### src/rtl/ahb_ext_mem_backend_if.sv
// External request/response interface between the AHB slave and its memory backend.
// The slave drives requests (master modport); the backend services them (slave modport).
interface ahb_ext_mem_backend_if #(
  parameter int AddresseWidth = 4,
  parameter int DataWidth     = 32
);
  logic                     Write;
  logic                     Read;
  logic [AddresseWidth-1:0] AddressOUT;
  logic [DataWidth-1:0]     OutputData;
  logic [DataWidth-1:0]     InData;
  logic                     ValidRead;
  logic                     WriteDone;
  logic                     StopOp;
  logic                     ReadyToWork;

  modport master (
    output Write, Read, AddressOUT, OutputData,
    input  InData, ValidRead, WriteDone, StopOp, ReadyToWork
  );

  modport slave (
    input  Write, Read, AddressOUT, OutputData,
    output InData, ValidRead, WriteDone, StopOp, ReadyToWork
  );
endinterface

### src/rtl/ahb_ext_mem_backend.sv
// Memory backend for the AHB slave's external interface: services one read or write at a
// time from an internal word memory after a fixed number of wait states.
module ahb_ext_mem_backend #(
  parameter int AddresseWidth = 4,
  parameter int DataWidth     = 32,
  parameter int MemDepth      = 16,
  parameter int WaitStates    = 2
) (
  input logic                  HCLK,
  input logic                  HRESETn,
  ahb_ext_mem_backend_if.slave bus
);

  typedef enum logic [1:0] {IDLE, BUSY, DONE, ERR} state_t;

  localparam logic [3:0] WaitLoad = 4'(WaitStates);
  localparam bit         ZeroWait = (WaitStates == 0);

  state_t                   state;
  logic [3:0]               wait_cnt;
  logic [AddresseWidth-1:0] cap_addr;
  logic [DataWidth-1:0]     cap_data;
  logic                     cap_write;

  logic [DataWidth-1:0]     in_data_q;
  logic                     valid_read_q;
  logic                     write_done_q;
  logic                     stop_op_q;
  logic                     ready_q;

  logic [DataWidth-1:0]     mem [MemDepth];

  logic                     req_valid;
  logic                     req_err;
  logic                     in_range;
  logic                     enter_done;
  logic [AddresseWidth-1:0] acc_addr;
  logic [DataWidth-1:0]     acc_data;
  logic                     acc_write;

  // The access that completes on this edge: straight from the bus when there are no
  // wait states, otherwise from the captured request.
  // NOTE: every signal gets a default at the top of always_comb so no path leaves it
  // unassigned; a missing default would infer a latch.
  always_comb begin
    in_range   = (32'(bus.AddressOUT) < 32'(MemDepth));
    req_valid  = (state == IDLE) && (bus.Write || bus.Read);
    req_err    = (bus.Write && bus.Read) || !in_range;
    enter_done = 1'b0;
    acc_addr   = cap_addr;
    acc_data   = cap_data;
    acc_write  = cap_write;
    if (state == IDLE) begin
      acc_addr   = bus.AddressOUT;
      acc_data   = bus.OutputData;
      acc_write  = bus.Write;
      enter_done = req_valid && !req_err && ZeroWait;
    end else if (state == BUSY) begin
      enter_done = (wait_cnt == 4'd1);
    end
  end

  // NOTE: state and registered outputs use non-blocking assignments so every flop
  // samples pre-edge values regardless of statement order.
  always_ff @(posedge HCLK or negedge HRESETn) begin
    if (!HRESETn) begin
      state        <= IDLE;
      wait_cnt     <= 4'd0;
      cap_addr     <= '0;
      cap_data     <= '0;
      cap_write    <= 1'b0;
      in_data_q    <= '0;
      valid_read_q <= 1'b0;
      write_done_q <= 1'b0;
      stop_op_q    <= 1'b0;
      ready_q      <= 1'b1;
    end else begin
      valid_read_q <= 1'b0;
      write_done_q <= 1'b0;
      stop_op_q    <= 1'b0;

      if (enter_done) begin
        if (acc_write) begin
          write_done_q <= 1'b1;
        end else begin
          valid_read_q <= 1'b1;
          in_data_q    <= mem[acc_addr];
        end
      end

      case (state)
        IDLE: begin
          if (req_valid) begin
            cap_addr  <= bus.AddressOUT;
            cap_data  <= bus.OutputData;
            cap_write <= bus.Write;
            wait_cnt  <= WaitLoad;
            ready_q   <= 1'b0;
            if (req_err) begin
              state     <= ERR;
              stop_op_q <= 1'b1;
            end else if (ZeroWait) begin
              state <= DONE;
            end else begin
              state <= BUSY;
            end
          end
        end
        BUSY: begin
          wait_cnt <= wait_cnt - 4'd1;
          if (wait_cnt == 4'd1) state <= DONE;
        end
        DONE, ERR: begin
          state   <= IDLE;
          ready_q <= 1'b1;
        end
        default: begin
          state   <= IDLE;
          ready_q <= 1'b1;
        end
      endcase
    end
  end

  // NOTE: the memory is cleared by reset because a read after reset must return zero;
  // a reset-free RAM macro would not honour that.
  always_ff @(posedge HCLK or negedge HRESETn) begin
    if (!HRESETn) begin
      for (int i = 0; i < MemDepth; i++) mem[i] <= '0;
    end else if (enter_done && acc_write) begin
      mem[acc_addr] <= acc_data;
    end
  end

  assign bus.InData      = in_data_q;
  assign bus.ValidRead   = valid_read_q;
  assign bus.WriteDone   = write_done_q;
  assign bus.StopOp      = stop_op_q;
  assign bus.ReadyToWork = ready_q;

endmodule

### src/flat_wrapper.sv
// flat-port wrapper written by rule: the top's interface ports become plain ports
module ahb_ext_mem_backend_flat 
#(
  parameter int AddresseWidth = 4,
  parameter int DataWidth     = 32,
  parameter int MemDepth      = 16,
  parameter int WaitStates    = 2
)
  (HCLK, HRESETn, bus_Write, bus_Read, bus_AddressOUT, bus_OutputData, bus_InData, bus_ValidRead, bus_WriteDone, bus_StopOp, bus_ReadyToWork);
  ahb_ext_mem_backend_if #(.AddresseWidth(AddresseWidth), .DataWidth(DataWidth)) bus_i ();
  input logic HCLK;
  input logic HRESETn;
  input wire logic [$bits(bus_i.Write)-1:0] bus_Write;
  input wire logic [$bits(bus_i.Read)-1:0] bus_Read;
  input wire logic [$bits(bus_i.AddressOUT)-1:0] bus_AddressOUT;
  input wire logic [$bits(bus_i.OutputData)-1:0] bus_OutputData;
  output wire logic [$bits(bus_i.InData)-1:0] bus_InData;
  output wire logic [$bits(bus_i.ValidRead)-1:0] bus_ValidRead;
  output wire logic [$bits(bus_i.WriteDone)-1:0] bus_WriteDone;
  output wire logic [$bits(bus_i.StopOp)-1:0] bus_StopOp;
  output wire logic [$bits(bus_i.ReadyToWork)-1:0] bus_ReadyToWork;
  assign bus_i.Write = bus_Write;
  assign bus_i.Read = bus_Read;
  assign bus_i.AddressOUT = bus_AddressOUT;
  assign bus_i.OutputData = bus_OutputData;
  assign bus_InData = bus_i.InData;
  assign bus_ValidRead = bus_i.ValidRead;
  assign bus_WriteDone = bus_i.WriteDone;
  assign bus_StopOp = bus_i.StopOp;
  assign bus_ReadyToWork = bus_i.ReadyToWork;
  ahb_ext_mem_backend #(.AddresseWidth(AddresseWidth), .DataWidth(DataWidth), .MemDepth(MemDepth), .WaitStates(WaitStates)) u_core (.HCLK(HCLK), .HRESETn(HRESETn), .bus(bus_i));
endmodule
### config.mk
export PLATFORM = sky130hd
export DESIGN_NAME = ahb_ext_mem_backend_flat
export DESIGN_NICKNAME = d
export VERILOG_FILES = /design/src/rtl/ahb_ext_mem_backend_if.sv /design/src/rtl/ahb_ext_mem_backend.sv /design/src/flat_wrapper.sv
export SDC_FILE = /design/constraint.sdc
export NUM_CORES = 1
export LEC_CHECK = 0
export CORE_MARGIN = 3
export CORE_UTILIZATION = 30
export CTS_CLUSTER_DIAMETER = 80
export DETAILED_ROUTE_END_ITERATION = 16
export PLACE_DENSITY_LB_ADDON = 0.2
export SYNTH_ARGS = -nofsm -noshare
export SYNTH_HDL_FRONTEND = slang
export SYNTH_SLANG_ARGS = --single-unit
### constraint.sdc
create_clock -name HCLK -period 5.5 [get_ports HCLK]
set_input_delay 0.825 -clock HCLK [delete_from_list [all_inputs] [get_ports HCLK]]
set_output_delay 0.825 -clock HCLK [all_outputs]
set_load 0.02 [all_outputs]
==> summary.txt, run 1 <==
Status
  – Status: complete, no violations

Clocking
  – PostCTS Resize Cnt: 0
  – CTS Root Cell: clkbuf_16
  – # hold bufs at CTS: 0
  – Worst-path clk slew: 60 ps
  – CTS buffer count: 71
  – CTS sink count: about 590
  – Setup fix buffers added after clock tree synthesis: 0
  – Clock Path Buffers: 3
  – Worst skew pair latency: approximately 610 ps
  – CTS tree: yes
  – CTS H-tree depth: 3

Logic synthesis
  – Synthesized instance count: 2460
  – Syn Nets: 2502
  – Async set-reset flop share out of synthesis: 1.00
  – Yosys warns: 0
  – Ys flop type: dfrtp_1
  – Most frequent cell after synthesis: a21oi_1
  – Distinct cells, synth: 39
  – Syn avg cell area: 10.0 µm²
  – Post-synthesis sequential area ratio: 0.600
  – Synth area leader: dfrtp_1
  – Post-synth top area share: 0.599
  – Post-synth EDFFs: 0
  – Synth top cells by count: a21oi_1, dfrtp_1, nor2_1
  – Post-Syn Area: around 25000 µm²
  – Synth area leaders: dfrtp_1, a21oi_1, nor2_1, a22oi_1, buf_2
  – Register bit total from synthesis: 591

Layout
  – Share of the core filled with cells: 0.357
  – Fraction of layout cells with a size suffix above 1: 0.108
  – Total Nets Final: 2506
  – Area delta synth->final: 17.3%
  – Diodes inserted: 0

Global routing
  – Largest net degree at the start of global routing: 139
  – First-pass GRT wire length: 115 mm
  – Grt ovf: 0
  – Vias in the first global route: 18500
  – Total track usage: 0.174
  – Initial antenna violation count: 0

Setup path
  – R2r setup slk: 1720 ps
  – Critical Path RT: 5930 ps
  – Critical path type: reg -> reg
  – Crit path launch type: register
  – Critical Path Sink Type: register
  – Critical path peak fanout: 64
  – Worst EP arrival: 4220 ps

Die
  – Die W: 293 µm
  – Core box area: 80900 µm²
  – Num ports: 76
  – Initial core utilization: 0.304
  – Overall die area: 85600 µm²
  – Chip height: ~290 µm
  – Rows: 104

Timing
  – Slew @ Worst Pin: 1290 ps
  – Final Cycle Share: 0.688
  – Minimum clock period: 3780 ps
  – Final setup vio count: 0
  – Setup TNS: 0 ps
  – Maximum clock frequency: around 0.26 GHz
  – Hold Fails Final Rpt: 0
  – RSZ-0062 raised after global routing: false
  – Slew HR: 0.138
  – Clock skew: 21.4 ps
  – Max-slew violation count: 0
  – WHS: 220 ps

Routing
  – First drt pass iteration count: 6
  – Drt drc: 0
  – Routed WL: 74.4 mm
  – DR WL/cell: approximately 21 µm
  – Post-DRT Antenna Nets: 0
  – Vias per Instance: about 5.2
  – DR iter-0 viols: 1607
  – Vias: between 15000 and 20000

Place
  – DP HPWL: ~44 mm
  – GP Congestion: 0.759
  – IO Port Bufs: 75

Pwr
  – Tot Pwr: 16.4 mW
  – Lkg Pwr: roughly 12 nW
  – Worst vdd ir: 0.427 mV
  – Power Dens Cells: about 570 nW/µm²

Flow run
  – Maximum Capacitance Violations: 0

Min path
  – Hold Path Class: in -> async
cells in the final DEF, fill, tap and decap left out, types with 3 or more instances in the layout:
cell type	Yosys	layout
a21oi_1	672	672
dfrtp_1	590	590
nor2_1	549	548
a22oi_1	257	257
buf_4	9	75
clkdlybuf4s50_1	0	74
clkbuf_16	0	72
mux2_2	38	38
nor4_1	32	32
mux2i_1	32	21
clkbuf_1	88	20
clkbuf_8	0	14
nor3b_2	1	13
mux2i_2	0	11
clkinv_2	0	10
buf_12	0	7
inv_1	6	6
nor3_1	4	4
a31oi_4	0	4
nor3_4	0	4
o21ai_4	0	3
a22o_1	3	3
a21o_1	3	3
clkinv_8	0	3
bufinv_16	0	3
worst max-delay path, cell delays in order, from the launching register on:
cell and delay, ps:
dfrtp_1 530, nor2_4 720, buf_4 430, a31oi_4 220, buf_4 350, buf_4 260
nor3_4 100, buf_4 740, a21oi_1 180
cell type report:
| type | count | area [µm²] |
|---|---|---|
| inverter | 6 | 22.5 |
| clock buffer | 106 | 2070 |
| clock inverter | 20 | 235 |
| multi-input combinational | 1636 | 8980 |
| tap | 1060 | 1330 |
| sequential | 591 | 14800 |
| fill | 8033 | 52000 |
| timing repair buffer | 158 | 1490 |
kinds of logic after synthesis:
kind of cell,Yosys count,share of synthesized area
fa+ha+maj,2,0.00102
compound gates,945,0.221
flops,591,0.600
simple gates,619,0.104
buf+inv,233,0.0435
mux,70,0.0304
flip-flops by register name, summed over array words and instances, names as in the netlist:
register / flops
u_core.mem: 512
u_core.bus.InData: 32
u_core.cap_data: 32
u_core.cap_addr: 4
u_core.wait_cnt: 4
u_core.state: 2
u_core.bus.ReadyToWork: 1
u_core.bus.StopOp: 1
u_core.bus.ValidRead: 1
u_core.bus.WriteDone: 1
u_core.cap_write: 1
where the power goes:
part | switching, mW | total [mW] | internal (mW)
sequential | 0.720 | 6.27 | 5.55
combinational | 3.69 | 5.51 | 1.81
clock | 1.87 | 4.63 | 2.76
total | 6.29 | 16.4 | 10.1
path summary, 6_finish.rpt:
kind                                                    startpoint                                 end  cells past startpoint
worst max-delay path                   u_core.state[1]$_DFFE_PN0P_         u_core.mem[146]$_DFFE_PN0P_                      8
worst min-delay path                                       HRESETn         u_core.mem[308]$_DFFE_PN0P_                      1
worst max register to register         u_core.state[1]$_DFFE_PN0P_         u_core.mem[146]$_DFFE_PN0P_                      8
worst min register to register  u_core.bus.ReadyToWork$_DFFE_PN1P_  u_core.bus.ReadyToWork$_DFFE_PN1P_                      2
max in group asynchronous                                  HRESETn         u_core.mem[195]$_DFFE_PN0P_                      2
min in group HCLK               u_core.bus.ReadyToWork$_DFFE_PN1P_  u_core.bus.ReadyToWork$_DFFE_PN1P_                      2
through the flow:
stage	instance area [µm²]	setup WS, ps	instances
global placement	26600	1390	3450
global route	28900	1510	3577
detailed placement	26600	1500	3451
finish	28900	1720	3577
CTS	28900	1690	3577
floorplan	24600	3060	2460
routing by layer:
| layer | global-route usage | share of wire |
|---|---|---|
| met1 | 0.244 | 0.46 |
| met2 | 0.281 | 0.47 |
| met3 | 0.0251 | 0.049 |
| met4 | 0.0482 | 0.024 |
| met5 | 0 | 0 |
(Power assumes the default switching activity.)
==> run 2, diff against run 1 <==
==> constraint.sdc (replaced) <==
create_clock -name HCLK -period 3.6 [get_ports HCLK]
set_input_delay 0.54 -clock HCLK [delete_from_list [all_inputs] [get_ports HCLK]]
set_output_delay 0.54 -clock HCLK [all_outputs]
set_load 0.02 [all_outputs]
==> summary.txt, run 2 (synthesis results as in run 1) <==
Layout
  – Non-filler instance count after layout: 3612 (was 3577)
  – Total Nets Final: 2541 (was 2506)
  – Max FFs per register: 512 (unchanged)
  – Largest Register: u_core.mem (unchanged)
  – Most common cell after layout, fill and taps aside: a21oi_1 (unchanged)
  – Reg area: 14800 µm² (unchanged)
  – Share of the core filled with cells: 0.364 (was 0.357)
  – Diodes inserted: 0 (unchanged)
  – Area delta synth->final: 19.4% (was 17.3%)
  – Fraction of layout cells with a size suffix above 1: 0.116 (was 0.108)
  – Fill count: 8145 (was 8033)
  – Most frequent cells in the layout: a21oi_1, dfrtp_1, nor2_1 (unchanged)
  – Multi-input gate area: 8940 µm² (was 8980 µm²)

Die
  – Num ports: 76 (unchanged)
  – Initial core utilization: 0.304 (unchanged)
  – Chip height: 293 µm (unchanged)
  – Overall die area: 85600 µm² (unchanged)
  – Rows: 104 (unchanged)
  – Die W: 293 µm (unchanged)
  – Core box area: 80900 µm² (unchanged)

Timing
  – Minimum clock period: 3100 ps (was 3780 ps)
  – Max-slew violation count: 0 (unchanged)
  – WHS: 486 ps (was 220 ps)
  – Final setup vio count: 0 (unchanged)
  – Maximum clock frequency: 0.323 GHz (was 0.264 GHz)
  – Slew @ Worst Pin: 1160 ps (was 1290 ps)
  – Slew HR: 0.225 (was 0.138)
  – Setup TNS: 0 ps (unchanged)
  – Hold Fails Final Rpt: 0 (unchanged)
  – RSZ-0062 raised after global routing: false (unchanged)
  – Clock skew: 21.6 ps (was 21.4 ps)
  – Final Cycle Share: 0.860 (was 0.688)

Clocking
  – Worst skew pair latency: 620 ps (was 610 ps)
  – PostCTS Resize Cnt: 0 (unchanged)
  – CTS Root Cell: clkbuf_16 (unchanged)
  – # hold bufs at CTS: 1 (was 0)
  – CTS sink count: 591 (unchanged)
  – Clock Path Buffers: 3 (unchanged)
  – Worst-path clk slew: 60 ps (about the same)
  – Setup fix buffers added after clock tree synthesis: 0 (unchanged)
  – CTS tree: yes (unchanged)
  – CTS buffer count: 69 (was 71)
  – CTS H-tree depth: 3 (unchanged)

Min path
  – Hold Path Class: reg -> reg (was in -> async)
  – Hold_sp: u_core.bus.ReadyToWork$_DFFE_PN1P_
  – Hold Crit Endpoint: u_core.bus.ReadyToWork$_DFFE_PN1P_
  – Hold path cells: 2

Pwr
  – Part of the power in the clock network: 0.272 (was 0.282)
  – Switching share of power: 0.382 (was 0.383)
  – Worst vdd ir: 0.526 mV (was 0.427 mV)
  – Combinational Power Share: 0.350 (was 0.336)
  – Internal: 15.7 mW (was 10.1 mW)
  – Power Dens Cells: 862 nW/µm² (was 568 nW/µm²)
  – Sw Pwr: 9.69 mW (was 6.29 mW)
  – Reg power frac: 0.378 (was 0.382)
  – Lkg Pwr: 12.7 nW (was 12.4 nW)

Setup path
  – Critical Path Sink Type: register (unchanged)
  – Crit path launch type: register (unchanged)
  – Critical path buffer and inverter count: 2 (was 4)
  – Launch point of the worst reg-to-reg path: u_core.state[1]$_DFFE_PN0P_ (unchanged)
  – Capturing point of the worst reg2reg path: u_core.bus.InData[31]$_DFFE_PN0P_ (was u_core.mem[146]$_DFFE_PN0P_)
  – R2r setup slk: 500 ps (was 1720 ps)
  – Critical path peak fanout: 30 (was 64)
  – Worst EP arrival: 3560 ps (was 4220 ps)
  – Critical Path RT: 4070 ps (was 5930 ps)
  – R2R depth: 8 (unchanged)
  – Worst-path cell chain: nor2_4 > buf_4 > nor3_1 > a31oi_4 > buf_4 > a21oi_1 > nor4_1 > a21oi_1 (was nor2_4 > buf_4 > a31oi_4 > buf_4 > buf_4 > nor3_4 > buf_4 > a21oi_1)
  – Delay-heaviest family, CP: simple AND/OR/NAND/NOR gates (was buffers and inverters)
  – Critical path type: reg -> reg (unchanged)
  – CP max stage delay: 580 ps (was 740 ps)
  – Slowest CP cell: nor4_1 (was buf_4)

Routing
  – Drt drc: 0 (unchanged)
  – First drt pass iteration count: 5 (was 6)
  – Routed WL: 75.1 mm (was 74.4 mm)
  – DR iter-0 viols: 1393 (was 1607)
  – Post-DRT Antenna Nets: 0 (unchanged)
  – Vias: 18800 (was 18500)
  – Vias per Instance: 5.22 (was 5.18)
  – DR WL/cell: 20.8 µm (about the same)

Place
  – Placed cell count: 3487 (was 3451)
  – DP HPWL: 44.5 mm (was 43.9 mm)
  – IO Port Bufs: 75 (unchanged)
  – GP Congestion: 0.771 (was 0.759)

Global routing
  – Vias in the first global route: 19000 (was 18500)
  – First-pass GRT wire length: 117 mm (was 115 mm)
  – Largest net degree at the start of global routing: 83 (was 139)
  – Grt ovf: 0 (unchanged)
  – Initial antenna violation count: 0 (unchanged)
  – Total track usage: 0.176 (was 0.174)

Flow run
  – Maximum Capacitance Violations: 0 (unchanged)

Status
  – Status: complete, no violations (unchanged)
## run 2: changes by cell type in the layout (fill, tap and decap cells not counted), moves of 2 or more
cell,change
mux2i_2,-11
clkinv_2,+3
buf_12,+29
mux2i_1,+11
clkbuf_16,-3
clkbuf_1,-2
buf_4,+8
## run 2: layout make-up
class                           count  share of cell area
Timing Repair Buffer              195              0.0717
Clock inverter                     24             0.00901
Sequential cell                   591               0.503
Inverter                            6            0.000765
Clock buffer                      100              0.0671
Tap cell                         1060              0.0451
Multi-Input combinational cell   1636               0.304
## run 2: routing by layer
| metal | track usage | share of wire | wire [µm] |
|---|---|---|---|
| met2 | 0.282 | 0.46 | 34700 |
| met4 | 0.0454 | 0.022 | 1620 |
| met5 | 0 | 0 | 0 |
| met1 | 0.251 | 0.47 | 35200 |
| met3 | 0.0269 | 0.048 | 3610 |
## run 2: worst max path at each step
stage | endpoint | start | cells after the start | slack, ps
floorplan | u_core.mem[100]$_DFFE_PN0P_ | u_core.state[0]$_DFFE_PN0P_ | 7 | 1420
global placement | u_core.bus.InData[6]$_DFFE_PN0P_ | bus_AddressOUT[0] | 9 | 330
detailed placement | u_core.bus.InData[6]$_DFFE_PN0P_ | bus_AddressOUT[0] | 9 | 330
CTS | u_core.bus.InData[31]$_DFFE_PN0P_ | u_core.state[1]$_DFFE_PN0P_ | 8 | 480
global route | u_core.bus.InData[31]$_DFFE_PN0P_ | u_core.state[1]$_DFFE_PN0P_ | 8 | 360
finish | u_core.bus.InData[31]$_DFFE_PN0P_ | u_core.state[1]$_DFFE_PN0P_ | 8 | 500
## run 2: power by group through the flow
stage	Combinational (mW)	Clock, mW	Sequential, mW
after floorplan	5.04	0	9.57
after global placement	8.73	0	9.63
after detailed placement	8.88	0	9.70
after CTS	8.90	7.09	9.60
after global routing	9.63	7.35	9.83
final	8.87	6.89	9.60
## run 2: worst min-delay path, cell delays in order, from the launching register on
cell	delay [ps]
dfstp_2	360
nor2_1	80
nor2_1	40
## run 2: stage by stage
step	instance area, µm²	power, mW	setup WS, ps
3_3_place_gp	27200	18.4	330
2_1_floorplan	24600	14.6	1420
6_report	29400	25.4	503
4_1_cts	29400	25.6	480
5_1_grt	29400	26.8	359
3_5_place_dp	27200	18.6	335
